## src/rtl/pcie_regfile_if.sv

```systemverilog
// CPU-side read/write channel of the PCIe register file.
// The CPU drives requests and write data; the register file answers with ready and read data.
interface pcie_regfile_if #(
  parameter int REG_ABITS = 3
);
  logic [REG_ABITS-1:0] cpuChan_in;
  logic [31:0]          cpuWrData_in;
  logic                 cpuWrValid_in;
  logic                 cpuWrReady_out;
  logic                 cpuRdReq_in;
  logic                 cpuRdReqReady_out;
  logic [31:0]          cpuRdData_out;
  logic                 cpuRdValid_out;
  logic                 cpuRdReady_in;

  modport master (
    output cpuChan_in, cpuWrData_in, cpuWrValid_in, cpuRdReq_in, cpuRdReady_in,
    input  cpuWrReady_out, cpuRdReqReady_out, cpuRdData_out, cpuRdValid_out
  );

  modport slave (
    input  cpuChan_in, cpuWrData_in, cpuWrValid_in, cpuRdReq_in, cpuRdReady_in,
    output cpuWrReady_out, cpuRdReqReady_out, cpuRdData_out, cpuRdValid_out
  );
endinterface

```

## src/rtl/pcie_regfile.sv

```systemverilog
// Parametrised CSR file with RW / RO / W1C / PULSE registers, registered reads
// under a valid/ready handshake and single-cycle writes.
module pcie_regfile #(
  parameter int                                REG_ABITS   = 3,
  parameter int                                SWAP_MODE   = 0,
  parameter logic [(1<<REG_ABITS)-1:0]         RO_MASK     = '0,
  parameter logic [(1<<REG_ABITS)-1:0]         W1C_MASK    = '0,
  parameter logic [(1<<REG_ABITS)-1:0]         PULSE_MASK  = '0,
  parameter logic [32*(1<<REG_ABITS)-1:0]      INIT_VALUES = '0
) (
  input  logic                                 pcieClk_in,
  input  logic                                 reset_in,
  pcie_regfile_if.slave                        cpu,
  output logic [32*(1<<REG_ABITS)-1:0]         hwRegs_out,
  output logic [(1<<REG_ABITS)-1:0]            hwWrStrobe_out,
  input  logic [32*(1<<REG_ABITS)-1:0]         hwStatus_in,
  input  logic [32*(1<<REG_ABITS)-1:0]         hwEvent_in
);
  localparam int NREGS = 1 << REG_ABITS;

  typedef enum logic [1:0] {MODE_RW, MODE_RO, MODE_W1C, MODE_PULSE} reg_mode_e;

  // Overlapping masks resolve as RO > W1C > PULSE.
  function automatic reg_mode_e mode_of(input int idx);
    if (RO_MASK[idx])    return MODE_RO;
    if (W1C_MASK[idx])   return MODE_W1C;
    if (PULSE_MASK[idx]) return MODE_PULSE;
    return MODE_RW;
  endfunction

  function automatic logic [31:0] swap(input logic [31:0] d);
    case (SWAP_MODE)
      1:       return {d[15:0], d[31:16]};
      2:       return {d[7:0], d[15:8], d[23:16], d[31:24]};
      default: return d;
    endcase
  endfunction

  logic [31:0]      regs_q [NREGS];
  logic [31:0]      regs_d [NREGS];
  logic [31:0]      rd_data_q, rd_data_d;
  logic             rd_valid_q, rd_valid_d;
  logic [NREGS-1:0] strobe_q, strobe_d;
  logic [31:0]      rd_word;
  logic             wr_fire, rd_fire;

  assign cpu.cpuWrReady_out    = !reset_in;
  assign cpu.cpuRdReqReady_out = !reset_in & (!rd_valid_q | cpu.cpuRdReady_in);
  assign cpu.cpuRdData_out     = rd_data_q;
  assign cpu.cpuRdValid_out    = rd_valid_q;
  assign hwWrStrobe_out        = strobe_q;

  assign wr_fire = cpu.cpuWrValid_in & cpu.cpuWrReady_out;
  assign rd_fire = cpu.cpuRdReq_in & cpu.cpuRdReqReady_out;

  // Reads sample the pre-write state, so a same-edge write is never bypassed.
  assign rd_word = RO_MASK[cpu.cpuChan_in] ? hwStatus_in[32*cpu.cpuChan_in +: 32]
                                           : regs_q[cpu.cpuChan_in];

  // NOTE: every variable gets a default at the top of always_comb so no path leaves it unassigned (no latch).
  always_comb begin
    regs_d = regs_q;
    for (int i = 0; i < NREGS; i++) begin
      logic [31:0] wmask;
      wmask = (wr_fire && cpu.cpuChan_in == REG_ABITS'(i)) ? cpu.cpuWrData_in : 32'h0;
      case (mode_of(i))
        MODE_RO:    regs_d[i] = 32'h0;
        MODE_W1C:   regs_d[i] = (regs_q[i] & ~wmask) | hwEvent_in[32*i +: 32];
        MODE_PULSE: regs_d[i] = wmask;
        default:    if (wr_fire && cpu.cpuChan_in == REG_ABITS'(i)) regs_d[i] = cpu.cpuWrData_in;
      endcase
    end

    strobe_d = '0;
    if (wr_fire) strobe_d[cpu.cpuChan_in] = 1'b1;

    rd_valid_d = rd_valid_q;
    rd_data_d  = rd_data_q;
    if (rd_fire) begin
      rd_valid_d = 1'b1;
      rd_data_d  = swap(rd_word);
    end else if (cpu.cpuRdReady_in) begin
      rd_valid_d = 1'b0;
    end
  end

  always_comb begin
    hwRegs_out = '0;
    for (int i = 0; i < NREGS; i++)
      hwRegs_out[32*i +: 32] = RO_MASK[i] ? hwStatus_in[32*i +: 32] : regs_q[i];
  end

  // NOTE: the register array is a handful of flops with defined reset values, so it is reset explicitly, unlike a RAM.
  always_ff @(posedge pcieClk_in) begin
    if (reset_in) begin
      for (int i = 0; i < NREGS; i++)
        regs_q[i] <= (mode_of(i) == MODE_RW) ? INIT_VALUES[32*i +: 32] : 32'h0;
      rd_data_q  <= 32'h0;
      rd_valid_q <= 1'b0;
      strobe_q   <= '0;
    end else begin
      // NOTE: sequential state uses non-blocking assignments so all flops update together at the edge.
      regs_q     <= regs_d;
      rd_data_q  <= rd_data_d;
      rd_valid_q <= rd_valid_d;
      strobe_q   <= strobe_d;
    end
  end

  always_ff @(posedge pcieClk_in) begin
    assert ((RO_MASK & W1C_MASK) == '0 && (RO_MASK & PULSE_MASK) == '0 &&
            (W1C_MASK & PULSE_MASK) == '0)
      else $error("pcie_regfile: overlapping register mode masks");
  end
endmodule

```

## src/flat_wrapper.sv

```systemverilog
// flat-port wrapper written by rule: the top's interface ports become plain ports
module pcie_regfile_flat 
#(
  parameter int                                REG_ABITS   = 3,
  parameter int                                SWAP_MODE   = 0,
  parameter logic [(1<<REG_ABITS)-1:0]         RO_MASK     = '0,
  parameter logic [(1<<REG_ABITS)-1:0]         W1C_MASK    = '0,
  parameter logic [(1<<REG_ABITS)-1:0]         PULSE_MASK  = '0,
  parameter logic [32*(1<<REG_ABITS)-1:0]      INIT_VALUES = '0
)
  (pcieClk_in, reset_in, hwRegs_out, hwWrStrobe_out, hwStatus_in, hwEvent_in, cpu_cpuChan_in, cpu_cpuWrData_in, cpu_cpuWrValid_in, cpu_cpuRdReq_in, cpu_cpuRdReady_in, cpu_cpuWrReady_out, cpu_cpuRdReqReady_out, cpu_cpuRdData_out, cpu_cpuRdValid_out);
  pcie_regfile_if #(.REG_ABITS(REG_ABITS)) cpu_i ();
  input  logic pcieClk_in;
  input  logic reset_in;
  output logic [32*(1<<REG_ABITS)-1:0] hwRegs_out;
  output logic [(1<<REG_ABITS)-1:0] hwWrStrobe_out;
  input  logic [32*(1<<REG_ABITS)-1:0] hwStatus_in;
  input  logic [32*(1<<REG_ABITS)-1:0] hwEvent_in;
  input wire logic [$bits(cpu_i.cpuChan_in)-1:0] cpu_cpuChan_in;
  input wire logic [$bits(cpu_i.cpuWrData_in)-1:0] cpu_cpuWrData_in;
  input wire logic [$bits(cpu_i.cpuWrValid_in)-1:0] cpu_cpuWrValid_in;
  input wire logic [$bits(cpu_i.cpuRdReq_in)-1:0] cpu_cpuRdReq_in;
  input wire logic [$bits(cpu_i.cpuRdReady_in)-1:0] cpu_cpuRdReady_in;
  output wire logic [$bits(cpu_i.cpuWrReady_out)-1:0] cpu_cpuWrReady_out;
  output wire logic [$bits(cpu_i.cpuRdReqReady_out)-1:0] cpu_cpuRdReqReady_out;
  output wire logic [$bits(cpu_i.cpuRdData_out)-1:0] cpu_cpuRdData_out;
  output wire logic [$bits(cpu_i.cpuRdValid_out)-1:0] cpu_cpuRdValid_out;
  assign cpu_i.cpuChan_in = cpu_cpuChan_in;
  assign cpu_i.cpuWrData_in = cpu_cpuWrData_in;
  assign cpu_i.cpuWrValid_in = cpu_cpuWrValid_in;
  assign cpu_i.cpuRdReq_in = cpu_cpuRdReq_in;
  assign cpu_i.cpuRdReady_in = cpu_cpuRdReady_in;
  assign cpu_cpuWrReady_out = cpu_i.cpuWrReady_out;
  assign cpu_cpuRdReqReady_out = cpu_i.cpuRdReqReady_out;
  assign cpu_cpuRdData_out = cpu_i.cpuRdData_out;
  assign cpu_cpuRdValid_out = cpu_i.cpuRdValid_out;
  pcie_regfile #(.REG_ABITS(REG_ABITS), .SWAP_MODE(SWAP_MODE), .RO_MASK(RO_MASK), .W1C_MASK(W1C_MASK), .PULSE_MASK(PULSE_MASK), .INIT_VALUES(INIT_VALUES)) u_core (.pcieClk_in(pcieClk_in), .reset_in(reset_in), .cpu(cpu_i), .hwRegs_out(hwRegs_out), .hwWrStrobe_out(hwWrStrobe_out), .hwStatus_in(hwStatus_in), .hwEvent_in(hwEvent_in));
endmodule
```

## config.mk

```make
export PLATFORM = sky130hd
export DESIGN_NAME = pcie_regfile_flat
export DESIGN_NICKNAME = d
export VERILOG_FILES = /design/src/rtl/pcie_regfile_if.sv /design/src/rtl/pcie_regfile.sv /design/src/flat_wrapper.sv
export SDC_FILE = /design/constraint.sdc
export NUM_CORES = 1
export LEC_CHECK = 0
export BUFFER_PORTS_ARGS = -buffer_cell sky130_fd_sc_hd__buf_2
export CELL_PAD_IN_SITES_DETAIL_PLACEMENT = 1
export CELL_PAD_IN_SITES_GLOBAL_PLACEMENT = 1
export CORE_AREA = 2 2 332 334
export CTS_CLUSTER_DIAMETER = 200
export DETAILED_ROUTE_END_ITERATION = 6
export DIE_AREA = 0 0 334 336
export GPL_ROUTABILITY_DRIVEN = 1
export GPL_TIMING_DRIVEN = 0
export HOLD_SLACK_MARGIN = 0.15
export PLACE_DENSITY_LB_ADDON = 0.1
export SETUP_SLACK_MARGIN = 0.1
export SLEW_MARGIN = 25
export SYNTH_ARGS = -nofsm -noshare
export SYNTH_HDL_FRONTEND = slang
export SYNTH_SLANG_ARGS = --single-unit
export TNS_END_PERCENT = 10
```

## constraint.sdc

```tcl
create_clock -name pcieClk_in -period 4.4 [get_ports pcieClk_in]
set_input_delay 0.22 -clock pcieClk_in [delete_from_list [all_inputs] [get_ports pcieClk_in]]
set_output_delay 0.22 -clock pcieClk_in [all_outputs]
set_load 0.005 [all_outputs]
```

==> flow_summary.toml <==
[run_status]
run_status = "finished clean"

[routing]
drt-pass1-iter-count = 5
antenna_left = 0
drc = 0
routed_via_density = 4.19
initialDrtViolationCount = 938
wire_per_inst_um = 30.1
vias = 13900
drt_wl_total_um = 99900

[pwr]
p_leak_nw = 6.61
p_sw_mw = 2.03
comb_power_share_pct = 9.8
power.density_nw_per_um2 = 393
p_int_mw = 5.06
p_clk_share_pct = 51.2
ir_drop_mv = 0.238
p_seq_share_pct = 39.0
switching_share_pct = 28.6

[sta]
setup_violations = 0
hold_viol_final = 0
post-route-period-util_pct = 48.9
setup_slack_ps = 2250
max_freq_ghz = 0.465
tightestPinTransition_ps = 1100
clock_skew_ps = 14.7
fin_tns_setup_ps = 0
post-route-min-period_ps = 2150
maxSlewViolCount = 0
max_slew_margin_pct = 26.7
timing.hold.ws_ps = 194
rsz0062_at_grt = "no"

[floorplan]
die_x_um = 334
fp.dieArea_sq_um = 112000
initial_core_util_pct = 12.0
die_h_um = 336
core_area_sq_um = 108000
ios = 851
rows = 121

[worst_hold_path]
hold_path.class = "in2reg"

[place]
numPortBuffers = 305
dp_cells = 3209
hpwl_um = 74900
place_area_sq_um = 16300
dp_slack_ps = 1540
gp_congestion = 0.744

[final_layout]
finalInstanceArea_sq_um = 18000
final_common_cell = "buf_2"
area.growth.synth_to_final_pct = 38.9
most-common-layout-cells = "buf_2, dfxtp_1, a21oi_1"
fin_cells = 3321
layout.nets = 2425
drive_above_1_share_pct = 26.7

[synthesis]
synth_warnings = 0
yosys.cell_types.count = 26
synth.cell_area_sq_um = 13000
ys_async_sr_fraction_pct = 0
synth.mux.area_fraction_pct = 13.6
synth_top_family_by_area = "compound AO/OA/AOI/OAI gates"
ys_ff_latch = 297
synthSimpleGateAreaFrac_pct = 11.9
synth_compound_area_share_pct = 22.3
synth-xor-area-share_pct = 0
netlist_instances = 1490
ys.flop_type = "dfxtp_1"
synthAdderAreaFrac_pct = 0
synth-edff-count = 0
synth.avg_cell_area_sq_um = 8.71
synth_nets = 2042
ys_seq_area_share_pct = 45.8

[clock_tree]
cts_num_sinks = 297
root_buffer = "clkbuf_16"
ctsLongestPathBuffers = 3
clock_latency_ps = 600
cts_htree_levels = 2
cts_tree = "yes"
postCtsSetupBuffers = 0
cts_made_buffers = 45
clk_pin_slew_worst_paths_ps = 60

[run]
cap_violations = 0

[critical_path]
required_ps = 4930
path_class = "in2reg"
arrival_ps = 2680
start_kind = "input pin"
crit_path_end_kind = "flop"
critPathMaxFanout = 10

[global_routing]
grt_antenna_before_repair = 9
grt_pass1_vias = 14700
grt_pass1_wl_um = 133000
grt_max_degree = 12
grt_usage_pct = 17.4
grt_overflow = 0
-- sequential cells by signal, summed over array words and instances (netlist names) --
name	flops
u_core.hwRegs_out	256
u_core.cpu.cpuRdData_out	32
u_core.hwWrStrobe_out	8
u_core.cpu.cpuRdValid_out	1
-- cells in the mapped netlist, types with 2 or more instances --
| cell type | number | area (sq um) |
|---|---|---|
| nand2b_1 | 3 | 18.8 |
| o21ai_0 | 256 | 1280 |
| buf_6 | 2 | 22.5 |
| nand3_1 | 256 | 1280 |
| a222oi_1 | 32 | 320 |
| nand2_1 | 33 | 124 |
| mux4_2 | 32 | 721 |
| mux2i_1 | 32 | 320 |
| mux2_2 | 64 | 721 |
| nor2b_1 | 3 | 18.8 |
| buf_2 | 36 | 180 |
| clkbuf_1 | 149 | 559 |
| dfxtp_1 | 297 | 5950 |
| a21oi_1 | 257 | 1290 |
| nor2_1 | 9 | 33.8 |
| buf_1 | 18 | 67.6 |
| and2_1 | 2 | 12.5 |
-- final timing paths --
check                                       startpoint                                        end  slack, ps  cells after the start
max                                  cpu_cpuChan_in[2]        u_core.hwRegs_out[223]$_SDFFE_PP0P_       2250                      7
min                                cpu_cpuWrData_in[7]        u_core.hwRegs_out[167]$_SDFFE_PP0P_        190                      3
max reg2reg     u_core.cpu.cpuRdValid_out$_SDFFE_PP0P_  u_core.cpu.cpuRdData_out[22]$_SDFFE_PP0P_       2490                      5
min reg2reg  u_core.cpu.cpuRdData_out[23]$_SDFFE_PP0P_  u_core.cpu.cpuRdData_out[23]$_SDFFE_PP0P_        460                      2
-- kinds of logic after synthesis --
group | after synthesis
AOI/OAI and AO/OA | 545
buffers and inverters | 207
DFF | 297
muxes | 128
and+or+nand+nor | 313
-- power by group through the flow --
| stage | Combinational [mW] | Sequential, mW | Clock [mW] |
|---|---|---|---|
| 6_report | 0.696 | 2.76 | 3.63 |
| 3_3_place_gp | 0.688 | 2.82 | 0 |
| 5_1_grt | 0.747 | 2.76 | 3.86 |
| 4_1_cts | 0.718 | 2.76 | 3.77 |
| 3_5_place_dp | 0.692 | 2.82 | 0 |
| 2_1_floorplan | 0.297 | 2.80 | 0 |
-- metrics by stage --
step                util (%)  total power, mW
finish                  16.6             7.09
global route            16.6             7.37
detailed placement      15.0             3.51
CTS                     16.6             7.25
global placement        15.0             3.51
floorplan                  -             3.10
-- worst max-delay path, cell delays in order --
cell and delay, ps:
buf_2 90, buf_2 240, and3b_1 210, clkbuf_1 720, buf_1 830, nand3_1 200
a21oi_1 160
-- final cells by class --
cell class | count | area [sq um]
Fill cell | 12800 | 90400
Multi-Input combinational cell | 986 | 6190
Sequential cell | 297 | 5950
Timing Repair Buffer | 336 | 1840
Tap cell | 1414 | 1770
Clock buffer | 70 | 1330
Buffer | 205 | 837
Clock inverter | 8 | 93.8
Inverter | 2 | 7.51
Antenna cell | 3 | 7.51
-- routing by layer --
metal	vias to the layer above	global-route usage (%)	wire length, um
met3	94	3.74	5440
li1	6220	-	-
met4	2	3.96	1810
met1	7184	23.5	47100
met2	408	28.3	45500
met5	-	0	13
-- timing repair --
item / CTS / global route
hold buffers: 31 / 0
resized for setup: 0 / 0
hold endpoints to repair: 208 / 0
No activity file was read; power rests on OpenSTA's default activity.
